**config.mk**
```make
export PLATFORM = sky130hd
export DESIGN_NAME = rkv_bus_arbiter
export DESIGN_NICKNAME = d
export VERILOG_FILES = /design/src/rtl/rkv_bus_pkg.sv /design/src/rtl/rkv_rr_arbiter.sv /design/src/rtl/rkv_bus_arbiter.sv
export SDC_FILE = /design/constraint.sdc
export NUM_CORES = 1
export LEC_CHECK = 0
export BUFFER_PORTS_ARGS = -buffer_cell sky130_fd_sc_hd__buf_4
export CAP_MARGIN = 20
export CORE_MARGIN = 3
export CORE_UTILIZATION = 51
export DETAILED_ROUTE_END_ITERATION = 16
export PLACE_DENSITY = 0.86
export SYNTH_ARGS = -nofsm -noshare
export SYNTH_HDL_FRONTEND = slang
export SYNTH_SLANG_ARGS = --single-unit
```
**constraint.sdc**
```tcl
create_clock -name clk -period 2.5 [get_ports clk]
set_input_delay 0.5 -clock clk [delete_from_list [all_inputs] [get_ports clk]]
set_output_delay 0.5 -clock clk [all_outputs]
set_load 0.01 [all_outputs]
```
**src/rtl/rkv_bus_pkg.sv**
```systemverilog
// rtl/rkv_bus_pkg.sv - shared types and constants for the rkv bus arbiter
//
// Contents:
//   arb_state_e  transaction FSM states (IDLE, GRANT, SLV, RESP)
//   SLV_SEL_W    width of the slave-select field at the top of the address
//   ERR_RDATA    read data returned with an error response
//   idx_w()      index width for an N-entry one-hot vector (minimum 1)

package rkv_bus_pkg;

    typedef enum logic [1:0] {
        ST_IDLE  = 2'd0,
        ST_GRANT = 2'd1,
        ST_SLV   = 2'd2,
        ST_RESP  = 2'd3
    } arb_state_e;

    localparam int SLV_SEL_W = 4;

    localparam int unsigned ERR_RDATA = 0;

    function automatic int idx_w(input int n);
        return (n > 1) ? $clog2(n) : 1;
    endfunction

endpackage

```
**src/rtl/rkv_rr_arbiter.sv**
```systemverilog
// rtl/rkv_rr_arbiter.sv - combinational round-robin request selector
//
// Ports:
//   req_i  [N-1:0]      request vector
//   ptr_i  [IDX_W-1:0]  first index to consider (round-robin pointer)
//   gnt_o  [N-1:0]      one-hot winner, all zero when no request
//   idx_o  [IDX_W-1:0]  binary index of the winner, zero when no request

module rkv_rr_arbiter
    import rkv_bus_pkg::*;
#(
    parameter  int N     = 2,
    localparam int IDX_W = idx_w(N)
) (
    input  logic [N-1:0]     req_i,
    input  logic [IDX_W-1:0] ptr_i,
    output logic [N-1:0]     gnt_o,
    output logic [IDX_W-1:0] idx_o
);

    logic [IDX_W:0] cand;
    logic           found;
    logic           cand_req;

    // Walk the candidates ptr, ptr+1, ... (mod N); first requester wins.
    always_comb begin
        gnt_o    = '0;
        idx_o    = '0;
        found    = 1'b0;
        cand     = '0;
        cand_req = 1'b0;
        for (int off = 0; off < N; off++) begin
            cand = {1'b0, ptr_i} + (IDX_W + 1)'(off);
            if (cand >= (IDX_W + 1)'(N)) begin
                cand = cand - (IDX_W + 1)'(N);
            end
            cand_req = 1'b0;
            for (int i = 0; i < N; i++) begin
                if (cand[IDX_W-1:0] == IDX_W'(i)) begin
                    cand_req = req_i[i];
                end
            end
            if (!found && cand_req) begin
                found = 1'b1;
                idx_o = cand[IDX_W-1:0];
                for (int i = 0; i < N; i++) begin
                    gnt_o[i] = (cand[IDX_W-1:0] == IDX_W'(i));
                end
            end
        end
    end

endmodule

```
**src/rtl/rkv_bus_arbiter.sv**
```systemverilog
// rtl/rkv_bus_arbiter.sv - N-master to M-slave bus arbiter, one transaction at a time
//
// Optional feature macro: RKV_BUS_ARB_TIMEOUT_EN (slave-ack timeout of TIMEOUT_CYC cycles)
//
// Ports:
//   clk, rstn                 clock, asynchronous active-low reset
//   m_req/m_write/m_addr/m_wdata   per-master request and payload (packed)
//   m_gnt                     one-cycle one-hot grant
//   m_rvalid/m_rdata/m_err    one-cycle one-hot completion with data and error flag
//   s_req/s_write/s_addr/s_wdata   one-hot slave request and payload, held until ack
//   s_ack/s_rdata             per-slave completion and packed read data

module rkv_bus_arbiter
    import rkv_bus_pkg::*;
#(
    parameter int MASTER_NUM  = 2,
    parameter int SLAVE_NUM   = 2,
    parameter int ADDR_W      = 32,
    parameter int DATA_W      = 32,
    parameter int TIMEOUT_CYC = 16
) (
    input  logic                         clk,
    input  logic                         rstn,
    input  logic [MASTER_NUM-1:0]        m_req,
    input  logic [MASTER_NUM-1:0]        m_write,
    input  logic [MASTER_NUM*ADDR_W-1:0] m_addr,
    input  logic [MASTER_NUM*DATA_W-1:0] m_wdata,
    output logic [MASTER_NUM-1:0]        m_gnt,
    output logic [MASTER_NUM-1:0]        m_rvalid,
    output logic [DATA_W-1:0]            m_rdata,
    output logic                         m_err,
    output logic [SLAVE_NUM-1:0]         s_req,
    output logic                         s_write,
    output logic [ADDR_W-1:0]            s_addr,
    output logic [DATA_W-1:0]            s_wdata,
    input  logic [SLAVE_NUM-1:0]         s_ack,
    input  logic [SLAVE_NUM*DATA_W-1:0]  s_rdata
);

    localparam int                 MIDX_W      = idx_w(MASTER_NUM);
    localparam logic [SLV_SEL_W:0] SLAVE_NUM_L = (SLV_SEL_W + 1)'(SLAVE_NUM);

    arb_state_e state_q, state_d;

    logic [MIDX_W-1:0] rr_ptr_q, rr_ptr_d;
    logic [MIDX_W-1:0] midx_q, midx_d;
    logic              write_q, write_d;
    logic [ADDR_W-1:0] addr_q, addr_d;
    logic [DATA_W-1:0] wdata_q, wdata_d;

    logic [MASTER_NUM-1:0] m_gnt_q, m_gnt_d;
    logic [MASTER_NUM-1:0] m_rvalid_q, m_rvalid_d;
    logic [DATA_W-1:0]     m_rdata_q, m_rdata_d;
    logic                  m_err_q, m_err_d;
    logic [SLAVE_NUM-1:0]  s_req_q, s_req_d;
    logic                  s_write_q, s_write_d;
    logic [ADDR_W-1:0]     s_addr_q, s_addr_d;
    logic [DATA_W-1:0]     s_wdata_q, s_wdata_d;

    logic [MASTER_NUM-1:0] win_oh;
    logic [MIDX_W-1:0]     win_idx;
    logic                  win_write;
    logic [ADDR_W-1:0]     win_addr;
    logic [DATA_W-1:0]     win_wdata;

    logic [SLV_SEL_W-1:0]  sidx_q, sidx_d;
    logic                  dec_ok;
    logic                  sel_ack;
    logic [DATA_W-1:0]     sel_rdata;
    logic                  tmo_hit;

    rkv_rr_arbiter #(
        .N (MASTER_NUM)
    ) u_rr (
        .req_i (m_req),
        .ptr_i (rr_ptr_q),
        .gnt_o (win_oh),
        .idx_o (win_idx)
    );

    // Payload of the arbitration winner.
    always_comb begin
        win_write = 1'b0;
        win_addr  = '0;
        win_wdata = '0;
        for (int i = 0; i < MASTER_NUM; i++) begin
            if (win_oh[i]) begin
                win_write = m_write[i];
                win_addr  = m_addr[i*ADDR_W +: ADDR_W];
                win_wdata = m_wdata[i*DATA_W +: DATA_W];
            end
        end
    end

    assign sidx_q = addr_q[ADDR_W-1 -: SLV_SEL_W];
    assign sidx_d = addr_d[ADDR_W-1 -: SLV_SEL_W];
    assign dec_ok = ({1'b0, sidx_q} < SLAVE_NUM_L);

    // Only the addressed slave's ack and data are looked at.
    always_comb begin
        sel_ack   = 1'b0;
        sel_rdata = '0;
        for (int i = 0; i < SLAVE_NUM; i++) begin
            if (sidx_q == SLV_SEL_W'(i)) begin
                sel_ack   = s_ack[i];
                sel_rdata = s_rdata[i*DATA_W +: DATA_W];
            end
        end
    end

`ifdef RKV_BUS_ARB_TIMEOUT_EN
    localparam int TMO_W = $clog2(TIMEOUT_CYC + 1);

    logic [TMO_W-1:0] tmo_q, tmo_d;

    // Zero outside SLV so every SLV visit starts counting from 0.
    always_comb begin
        tmo_d = (state_q == ST_SLV) ? tmo_q + TMO_W'(1) : '0;
    end

    always_ff @(posedge clk or negedge rstn) begin
        if (!rstn) begin
            tmo_q <= '0;
        end else begin
            tmo_q <= tmo_d;
        end
    end

    // Fires in the TIMEOUT_CYC-th SLV cycle, so s_req is held that many cycles.
    assign tmo_hit = (state_q == ST_SLV) && (tmo_q == TMO_W'(TIMEOUT_CYC - 1));
`else
    logic unused_tmo_cfg;
    assign unused_tmo_cfg = (TIMEOUT_CYC == 0);
    assign tmo_hit        = 1'b0;
`endif

    always_ff @(posedge clk or negedge rstn) begin
        if (!rstn) begin
            state_q  <= ST_IDLE;
            rr_ptr_q <= '0;
            midx_q   <= '0;
            write_q  <= 1'b0;
            addr_q   <= '0;
            wdata_q  <= '0;
        end else begin
            state_q  <= state_d;
            rr_ptr_q <= rr_ptr_d;
            midx_q   <= midx_d;
            write_q  <= write_d;
            addr_q   <= addr_d;
            wdata_q  <= wdata_d;
        end
    end

    always_comb begin
        state_d  = state_q;
        rr_ptr_d = rr_ptr_q;
        midx_d   = midx_q;
        write_d  = write_q;
        addr_d   = addr_q;
        wdata_d  = wdata_q;
        case (state_q)
            ST_IDLE: begin
                if (|m_req) begin
                    state_d = ST_GRANT;
                    midx_d  = win_idx;
                    write_d = win_write;
                    addr_d  = win_addr;
                    wdata_d = win_wdata;
                end
            end
            ST_GRANT: begin
                rr_ptr_d = (midx_q == MIDX_W'(MASTER_NUM - 1)) ? '0 : midx_q + MIDX_W'(1);
                state_d  = dec_ok ? ST_SLV : ST_RESP;
            end
            ST_SLV: begin
                if (sel_ack || tmo_hit) begin
                    state_d = ST_RESP;
                end
            end
            ST_RESP: begin
                state_d = ST_IDLE;
            end
            default: begin
                state_d = ST_IDLE;
            end
        endcase
    end

    // Output registers are loaded from the next state so each output is
    // valid during the cycle its state is occupied.
    always_comb begin
        m_gnt_d    = '0;
        m_rvalid_d = '0;
        m_rdata_d  = '0;
        m_err_d    = 1'b0;
        s_req_d    = '0;
        s_write_d  = 1'b0;
        s_addr_d   = '0;
        s_wdata_d  = '0;
        for (int i = 0; i < MASTER_NUM; i++) begin
            m_gnt_d[i]    = (state_d == ST_GRANT) && (midx_d == MIDX_W'(i));
            m_rvalid_d[i] = (state_d == ST_RESP)  && (midx_d == MIDX_W'(i));
        end
        if (state_d == ST_SLV) begin
            for (int i = 0; i < SLAVE_NUM; i++) begin
                s_req_d[i] = (sidx_d == SLV_SEL_W'(i));
            end
            s_write_d = write_d;
            s_addr_d  = addr_d;
            s_wdata_d = wdata_d;
        end
        // Only an acked slave cycle gives a clean response; decode miss
        // (from GRANT) and timeout (SLV without ack) both report an error.
        if (state_d == ST_RESP) begin
            if ((state_q == ST_SLV) && sel_ack) begin
                m_err_d   = 1'b0;
                m_rdata_d = write_q ? '0 : sel_rdata;
            end else begin
                m_err_d   = 1'b1;
                m_rdata_d = DATA_W'(ERR_RDATA);
            end
        end
    end

    always_ff @(posedge clk or negedge rstn) begin
        if (!rstn) begin
            m_gnt_q    <= '0;
            m_rvalid_q <= '0;
            m_rdata_q  <= '0;
            m_err_q    <= 1'b0;
            s_req_q    <= '0;
            s_write_q  <= 1'b0;
            s_addr_q   <= '0;
            s_wdata_q  <= '0;
        end else begin
            m_gnt_q    <= m_gnt_d;
            m_rvalid_q <= m_rvalid_d;
            m_rdata_q  <= m_rdata_d;
            m_err_q    <= m_err_d;
            s_req_q    <= s_req_d;
            s_write_q  <= s_write_d;
            s_addr_q   <= s_addr_d;
            s_wdata_q  <= s_wdata_d;
        end
    end

    assign m_gnt    = m_gnt_q;
    assign m_rvalid = m_rvalid_q;
    assign m_rdata  = m_rdata_q;
    assign m_err    = m_err_q;
    assign s_req    = s_req_q;
    assign s_write  = s_write_q;
    assign s_addr   = s_addr_q;
    assign s_wdata  = s_wdata_q;

endmodule
```
; Yosys cells after proc, flatten, opt, wreduce, memory -nomap -nowiden
; Index checks and enable logic that the tools add are counted.
[op_classes]
n_addsub = 4
shift = 0
n_eq_ne = 8
mul = 0
n_lt_le_gt_ge = 3
div = 0
reduce_logical = 11
bitwise = 3
mux = 41
[op_table]
columns = op, count
row1 = $mux W32, 15
row2 = $mux W1, 20
row3 = $mux W2, 5
row4 = $eq A2 B2 Y1 const B, 4
row5 = $eq A4 B1 Y1 const B, 2
row6 = $logic_not A4 Y1, 2
row7 = $pmux W2 S4, 1
row8 = $logic_and A1 B1 Y1, 6
row9 = $eq A2 B1 Y1 const B, 2
row10 = $lt A4 B2 Y1 const B, 1
row11 = $not A1 Y1, 3
row12 = $add A1 B1 Y2 const B, 1
row13 = $ge A1 B2 Y1 const B, 1
row14 = $ge A2 B2 Y1 const B, 1
row15 = $logic_not A2 Y1, 1
row16 = $reduce_or A2 Y1, 1
row17 = $sub A1 B1 Y1 const B, 2
row18 = $add A1 B1 Y1 const B, 1
row19 = $logic_not A1 Y1, 1
[word_totals]
mem_count = 0
ramBits = 0
mem_bits_ro = 0
wordCells = 84
latch_bits = 0
regBits = 173

; Logic depth before layout (Yosys ltp)
; Gate-level depths: netlist of the first run.
[logic_depth]
word_depth = 13
ltp_mapped = 9

; Modules after synthesis
; From an unflattened synthesis of the first run, not the netlist that was laid out.
[hier_totals]
hier_cells = 582
area_unflattened_um2 = 6745.2
[modules_own_cells]
columns = mod, area_each_um2, seq_area_each_um2, cells_each, n_inst
row1 = rkv_bus_arbiter, 6718.9, 4329.2, 578, 1
row2 = rkv_rr_arbiter, 26.3, 0.0, 4, 1

; Least setup slack after synthesis of the first run
; OpenSTA, ideal clock, no wires.
[synth_timing]
kind = register to register
start = register state_q[0]
end = register s_req_q[0], in the netlist s_req[0]
synth_period_minus_slack_ns = 1.688
arrival_ns = 1.592
t_required_ns = 2.404
setup_slack_ns = 0.812
setup_time_ns = 0.096
path_stages_with_launch = 10
path_cell_list = dfrtp_1 > inv_1 > ha_1 > o21ai_1 > buf_2 > buf_6 > a21oi_1 > o2bb2ai_1 > nand2_1 > nor4_2
[synth_between]
elab_chain_cells = 4
[synth_rtl]
columns = element, line_no
row1 = from (decl), rkv_bus_arbiter.sv:43  ; arb_state_e state_q, state_d;
row2 = from (signal assigned), rkv_bus_arbiter.sv:146  ; state_q <= state_d;
row3 = "$eq A2 B2 Y1, or another cell as far along", rkv_bus_arbiter.sv:162  ; case (state_q)
row4 = $pmux W2 S4 / $mux W32 (equally long branches), rkv_bus_arbiter.sv:162
row5 = $eq A2 B2 Y1 / $logic_not A4 Y1 (equally long branches), "rkv_bus_arbiter.sv:205, rkv_bus_arbiter.sv:207"
row6 = $mux W2 (*), rkv_bus_arbiter.sv:205  ; if (state_d == ST_SLV) begin
row7 = via s_req_d[0], rkv_bus_arbiter.sv:55  ; logic [SLAVE_NUM-1:0] s_req_q, s_req_d;
row8 = to (signal assigned), rkv_bus_arbiter.sv:241  ; s_req_q <= s_req_d;
row9 = to (decl), rkv_bus_arbiter.sv:55
; Mark *: on every way through the listed nets, which the timed path passes. The rest lies on a longest branch.
; A chain may end at the register's enable or synchronous reset.

; Final worst setup path of the first run
[layout_timing]
start = register state_q[0]
end = register s_req_q[1], in the netlist s_req[1]
[layout_between]
elab_chain_cells = 4
[layout_rtl]
columns = element, line_no
row1 = "$eq A2 B2 Y1, or another cell as far along", rkv_bus_arbiter.sv:162
row2 = $pmux W2 S4 / $mux W32 (equally long branches), rkv_bus_arbiter.sv:162
row3 = $eq A2 B2 Y1 / $eq A4 B1 Y1 (equally long branches), "rkv_bus_arbiter.sv:205, rkv_bus_arbiter.sv:207"
row4 = $mux W2 (*), rkv_bus_arbiter.sv:205
row5 = via s_req_d[1], rkv_bus_arbiter.sv:55
; Marks and branches as above.

==> results by group, run 1 <==
Status
  • Status: complete, no violations

Clock tree
  • CTS H-Tree Depth: 4
  • Root buf cell: clkbuf_16
  • Clock buffer depth: 2
  • CTS buffer count: 17
  • Clk sink count: 173
  • CTS tree: yes
  • Post-cts sizing count: 0
  • Clk Latency, worst-skew pair: about 0.42 ns
  • Post-CTS setup buffers: 0
  • CTS clock-pin slew for the worst setup and hold paths: about 0.06 ns

Drt
  • Detail Route Antenna Nets: 0
  • Per-cell routed wire length: 19.8 um
  • Highest Signal Layer: met4
  • WL met1: 7700 um
  • Starting DRT DRC Count: 482
  • Detailed-route vias per instance: 5.66
  • Routed length on met2: 10900 um
  • Drt pass-1 iters: 6
  • Residual DRC count: 0
  • Met3 Wirelength: 1680 um
  • Total Wirelength: roughly 21000 um
  • Via count: 5996

Critical path
  • R2r setup slk: slightly above 0.4 ns
  • Slowest CP cell: o21ai_4
  • Critical path class: reg -> reg
  • CP max stage delay: 0.45 ns
  • CP delay by family, top: simple AND/OR/NAND/NOR gates
  • Worst reg2reg path endpoint: s_req[1]$_DFF_PN0_
  • Reg2reg start: state_q[0]$_DFF_PN0_
  • Critical Path Sink: s_req[1]$_DFF_PN0_
  • CP Capture Type: flip-flop
  • CP Launch Point: state_q[0]$_DFF_PN0_
  • Worst-path cell chain: inv_1 > ha_1 > a21oi_1 > nand2_1 > o21ai_4 > nand2_2 > nor4_2
  • Instance count on the critical path: 7
  • Critical path data arrival time: ~2.4 ns
  • Worst Path Max Fanout: 18
  • Crit start category: flip-flop
  • R2R depth: 7
  • Bufs and invs on worst path: 1
  • WP data required: 2.79 ns

Floorplan
  • IO Count: 304
  • Core area: about 13000 um2
  • Die Height: 121 um
  • Die ar.: 14700 um2
  • Die width: 121 um
  • Row count: 41
  • Initial core utilization: a little over half

Synthesis
  • Simple-Gate Fraction of Synth Area: 13.5%
  • Area share of fa/ha/maj cells after synthesis: 0.738%
  • Sequential-to-total area share from yosys stat: 63.8%
  • Post-Syn Nets: about 800
  • Mapped Area: 6780 um2
  • Mux cell area share after synthesis: 0.148%
  • Synthesized flop and latch total: 173
  • Post-synthesis compound-gate area fraction: 17.4%
  • Largest family of logic cells by synthesized area: compound AO/OA/AOI/OAI gates
  • Synth unique cells: 31
  • Syn Area/Cell: about 11 um2
  • Post-Synth XOR/XNOR Area: 0%
  • Yosys warning total: 0
  • Cells after Synth: 595

Global routing
  • Tot GR Track Use: between 20% and 30%
  • GR Overflow Total: 0
  • Largest net degree at the start of global routing: 90
  • Initial antenna violation count: 0
  • Vias in the first global route: approximately 6100
  • Global-route wire length before repair: 31400 um

Place
  • I/O Buffers: 303
  • Routability Congestion: 0.911
  • Dpl hpwl: 14700 um

Timing
  • Rel. slew slack: between 50% and 60%
  • Period utilization: 83.9%
  • Setup Viol. Count Final: 0
  • TNS Setup: 0 ns
  • Max Clock Skew: roughly 0.0092 ns
  • Clock period minus worst slack: 2.10 ns
  • Max Clock Freq: 0.477 GHz
  • Fin. max-slew vios: 0
  • Slew @ Worst Pin: 0.646 ns
  • Final Hold Vio Count: 0
  • RSZ-0062 raised after global routing: no

Finish
  • Synthesis-to-layout area growth: 46.9%
  • Layout cells sized above 1: 40.4%
  • Multi-input gate area: between 2000 and 2500 um2
  • Fillers: 859
  • Ant. Diodes: 0
  • Reg area: between 4000 and 5000 um2
  • # nets final: 1079

Power and ir drop
  • Total Power: 11.2 mW
  • Cell Pwr Density: ~1100 nW/um2
  • P_leak: about 5.1 nW
  • Worst VDD drop: a little under 0.6 mV

Worst hold path
  • Hold crit path type: in -> reg

Run
  • MaxCap Viol Count: 0
## power by group
| group | leakage [nW] | switching (mW) | internal (mW) | total [mW] |
|---|---|---|---|---|
| combinational | 2.47 | 2.42 | 1.66 | 4.08 |
| sequential | 2.31 | 0.385 | 3.71 | 4.09 |
| clock | 0.332 | 1.04 | 2.00 | 3.05 |
## how the worst min path moves through the flow
stage	startpoint	endpoint	slack (ns)	cells after the start
global route	s_rdata[5]	m_rdata[5]$_DFF_PN0_	0.32	3
floorplan	rstn	addr_q[0]$_DFF_PN0_	0.20	0
CTS	s_rdata[19]	m_rdata[19]$_DFF_PN0_	0.31	3
finish	s_rdata[3]	m_rdata[3]$_DFF_PN0_	0.33	3
detailed placement	rstn	s_req[1]$_DFF_PN0_	0.42	1
global placement	rstn	s_req[1]$_DFF_PN0_	0.42	1
## cell type report
cell class	count	share of cell area (%)
clock buffer	21	4.52
clock inverter	11	2.37
inverter	7	0.264
tap	172	2.16
sequential	173	43.5
timing repair buffer	319	25.0
multi-input combinational	357	22.2
## synthesized netlist by cell type
cell,n,share of area (%)
mux2i_1,1,0.15
nor4_2,3,0.55
buf_6,1,0.17
buf_4,3,0.33
buf_1,4,0.22
a21oi_1,5,0.37
nor4_4,1,0.31
nand2b_1,2,0.18
and3_1,62,5.7
o21ai_2,1,0.13
dfrtp_1,173,64
nand2_1,65,3.6
o21ai_0,35,2.6
buf_2,22,1.6
o21ai_1,28,2.1
o2bb2ai_1,2,0.26
nor4b_2,1,0.22
nand3_1,3,0.22
nand2_2,1,0.092
clkbuf_1,28,1.6
inv_2,1,0.055
a32oi_1,64,8.3
o31ai_1,1,0.11
inv_1,6,0.33
ha_1,4,0.74
nor2_1,41,2.3
a22oi_1,32,3.5
nor3_1,2,0.15
nand4b_1,1,0.13
nor2b_1,1,0.092
a21boi_1,1,0.11
## worst register-to-register path, stage by stage, from the launching register on
cell and delay [ns]:
dfrtp_1 0.37, inv_1 0.11, ha_1 0.24, a21oi_1 0.15, nand2_1 0.12, o21ai_4 0.45, nand2_2 0.17, nor4_2 0.37
## layer usage
metal  track usage [%]  up-vias
met5                 0        -
met4              13.2        0
met3              7.27       51
met2              47.5      291
met1              33.2     2936
li1                  -     2718
## stage by stage
step | util (%) | cell area (um2) | hold WS (ns) | setup WS, ns | std cells
after floorplan | - | 6780 | 0.204 | 0.812 | 595
after global placement | 72.2 | 9260 | 0.422 | 0.422 | 1027
after detailed placement | 72.2 | 9260 | 0.421 | 0.394 | 1027
after CTS | 77.7 | 9960 | 0.313 | 0.424 | 1060
after global routing | 77.7 | 9960 | 0.320 | 0.307 | 1060
final | 77.7 | 9960 | 0.328 | 0.402 | 1060
## kinds of logic after synthesis
family,after synthesis
simple gates,183
flops,173
compound gates,169
buf+inv,65
fa+ha+maj,4
mux,1
## repair_timing
action | CTS | global route
endpoints found under the hold margin | 33 | 0
endpoints found under the setup margin | 0 | 0
hold buffers | 1 | 0
## placed cells by master, fill, tap and decap left out, drive strengths merged, types with 3 or more instances in the layout
cell type / synthesis / routed
a22oi: 32 / 32
a32oi: 64 / 64
nor4: 4 / 4
dfrtp: 173 / 173
clkbuf: 28 / 21
ha: 4 / 4
buf: 30 / 318
a21oi: 5 / 5
bufinv: 0 / 7
nand3: 3 / 3
nand2: 66 / 66
nor2: 41 / 41
and3: 62 / 62
inv: 7 / 8
o21ai: 64 / 64
## registers in the layout (all words and copies together) (netlist names)
| register | count |
|---|---|
| m_err | 1 |
| s_write | 1 |
| wdata_q | 32 |
| m_gnt | 2 |
| addr_q | 32 |
| state_q | 2 |
| m_rvalid | 2 |
| s_req | 2 |
| m_rdata | 32 |
| write_q | 1 |
| rr_ptr_q | 1 |
| s_wdata | 32 |
| s_addr | 32 |
| midx_q | 1 |
Note: power is estimated with default switching activity, not from simulation.
==> run 2, diff against run 1 <==
--- a/config.mk
+++ b/config.mk
@@ -8,9 +8,9 @@
 export BUFFER_PORTS_ARGS = -buffer_cell sky130_fd_sc_hd__buf_4
 export CAP_MARGIN = 20
 export CORE_MARGIN = 3
-export CORE_UTILIZATION = 51
+export CORE_UTILIZATION = 47
 export DETAILED_ROUTE_END_ITERATION = 16
-export PLACE_DENSITY = 0.86
+export PLACE_DENSITY = 0.8
 export SYNTH_ARGS = -nofsm -noshare
 export SYNTH_HDL_FRONTEND = slang
 export SYNTH_SLANG_ARGS = --single-unit
==> constraint.sdc (replaced) <==
create_clock -name clk -period 2 [get_ports clk]
set_input_delay 0.4 -clock clk [delete_from_list [all_inputs] [get_ports clk]]
set_output_delay 0.4 -clock clk [all_outputs]
set_load 0.01 [all_outputs]
==> results by group, run 2 (synthesis gave the netlist of run 1 again) <==
Critical path
  • R2r setup slk: 0.18 ns (-0.23 ns)
  • Reg2reg start: state_q[0]$_DFF_PN0_
  • R2R depth: 7 (unchanged)
  • Worst Path Max Fanout: 23 (+5)
  • Critical path data arrival time: 2.12 ns (-0.27 ns)
  • WP data required: 2.30 ns (-0.49 ns)
  • CP Launch Point: state_q[0]$_DFF_PN0_
  • Critical Path Sink: s_addr[20]$_DFF_PN0_
  • Crit start category: flip-flop
  • Critical path class: reg -> reg
  • Worst reg2reg path endpoint: s_addr[20]$_DFF_PN0_
  • CP Capture Type: flip-flop

Finish
  • Synthesis-to-layout area growth: 47.8%
  • Final Cell Area: 10000 um2 (+0.62%)
  • Layout cells sized above 1: 41.4% (+0.95 points)
  • Fin cells: 1079 (+1.8%)
  • Most common cell after layout, fill and taps aside: buf_4
  • # nets final: 1090 (+1.0%)
  • Most frequent cells in the layout: 322 x buf_4, 173 x dfrtp_1, 65 x nand2_1
  • Ant. Diodes: 0 (unchanged)
  • Fillers: 1020 (+19%)

Timing
  • Fin. max-slew vios: 0 (unchanged)
  • Slew @ Worst Pin: 0.395 ns (-0.251 ns)
  • Fin Hold WS: 0.230 ns (-0.0976 ns)
  • Setup Viol. Count Final: 0 (unchanged)
  • Clock period minus worst slack: 1.82 ns (-0.273 ns)
  • Final Hold Vio Count: 0 (unchanged)
  • TNS Setup: 0 ns (unchanged)
  • Max Clock Freq: 0.548 GHz (+15%)
  • Rel. slew slack: 73.7% (+17 points)
  • Max Clock Skew: 0.00702 ns (-0.00216 ns)
  • Period utilization: 91.2% (+7.3 points)
  • RSZ-0062 raised after global routing: no

Floorplan
  • Row count: 43 (+4.9%)
  • Initial core utilization: 48.5% (-4.4 points)
  • Die Height: 126 um (+4.0%)
  • Die ar.: 15900 um2 (+8.1%)
  • Die width: 126 um (+4.0%)
  • Core area: 14000 um2 (+9.1%)
  • IO Count: 304 (unchanged)

Power and ir drop
  • Total Power: 13.9 mW (+24%)
  • Worst VDD drop: 0.796 mV (+35%)
  • P_leak: 5.15 nW (+0.76%)
  • Cell Pwr Density: 1390 nW/um2 (+23%)

Drt
  • Per-cell routed wire length: 18.7 um (-5.8%)
  • WL met1: 7830 um (+1.6%)
  • Starting DRT DRC Count: 359 (-26%)
  • Via count: 5938 (-0.97%)
  • Routed length on met2: 10300 um (-5.1%)
  • Met3 Wirelength: 1480 um (-12%)
  • Drt pass-1 iters: 4 (-2)
  • Detailed-route vias per instance: 5.50 (-2.7%)
  • Residual DRC count: 0 (unchanged)
  • Total Wirelength: 20200 um (-4.2%)
  • Detail Route Antenna Nets: 0 (unchanged)
  • Highest Signal Layer: met4

Clock tree
  • CTS H-Tree Depth: 4 (unchanged)
  • CTS buffer count: 17 (unchanged)
  • Post-cts sizing count: 0 (unchanged)
  • Root buf cell: clkbuf_16
  • Post-CTS setup buffers: 0 (unchanged)
  • Clk Latency, worst-skew pair: 0.41 ns (about the same)
  • Clock buffer depth: 2 (unchanged)
  • Clk sink count: 173 (unchanged)
  • CTS clock-pin slew for the worst setup and hold paths: 0.06 ns (about the same)
  • CTS tree: yes

Global routing
  • Tot GR Track Use: 25.0% (-3.0 points)
  • Largest net degree at the start of global routing: 45 (-50%)
  • Initial antenna violation count: 0 (unchanged)
  • GR Overflow Total: 0 (unchanged)
  • Vias in the first global route: 6185 (+1.4%)
  • Global-route wire length before repair: 31500 um (+0.37%)

Place
  • Routability Congestion: 0.939 (+3.0%)
  • Post-placement cell count: 1046 (+1.9%)
  • Dpl hpwl: 14800 um (+0.56%)
  • DP Area: 9340 um2 (+0.86%)
  • I/O Buffers: 303 (unchanged)

Status
  • Status: complete, no violations

Run
  • MaxCap Viol Count: 0 (unchanged)

Worst hold path
  • Hold crit path type: in -> reg
==> run 2: layout make-up <==
class,instances,area [um2],area share [%]
clock buffer,22,484,4.83
sequential,173,4330,43.2
timing repair buffer,330,2560,25.5
multi-input combinational,357,2210,22.1
tap,180,225,2.25
clock inverter,10,184,1.84
inverter,7,26.3,0.262
==> run 2: metal layers <==
layer  track usage [%]  vias up
met1              30.2     2889
met2              42.7      260
met3              6.91       46
met4              9.78        0
li1                  -     2743
met5                 0        -
==> run 2: what timing repair did <==
action,CTS,global route
hold endpoints to repair,30,0
hold buffers,1,0
setup endpoints to repair,0,34
==> run 2: worst min-delay path by stage <==
stage / start / end / slack (ns) / cells past startpoint
after floorplan: rstn / addr_q[0]$_DFF_PN0_ / 0.10 / 0
after global placement: rstn / addr_q[21]$_DFF_PN0_ / 0.31 / 1
after detailed placement: rstn / s_addr[14]$_DFF_PN0_ / 0.32 / 1
final: s_rdata[7] / m_rdata[7]$_DFF_PN0_ / 0.23 / 3
after CTS: s_rdata[30] / m_rdata[30]$_DFF_PN0_ / 0.22 / 3
after global routing: s_rdata[20] / m_rdata[20]$_DFF_PN0_ / 0.23 / 3
==> run 2: per-stage QoR <==
stage,setup slack [ns],utilization (%)
global route,0.0468,71.6
CTS,0.102,71.6
global placement,0.201,66.8
floorplan,0.312,-
detailed placement,0.114,66.8
finish,0.175,71.6
==> run 2: report_power, final <==
| part | switching [mW] | internal (mW) | leakage [nW] |
|---|---|---|---|
| clock | 1.30 | 2.35 | 0.322 |
| sequential | 0.486 | 4.64 | 2.31 |
| combinational | 2.99 | 2.14 | 2.52 |
==> run 2: worst max-delay path: stages (launching register included) <==
cell	delay, ns
dfrtp_1	0.40
inv_1	0.13
ha_1	0.19
nand2b_1	0.09
nor4_4	0.27
o21ai_4	0.19
buf_4	0.24
and3_1	0.19
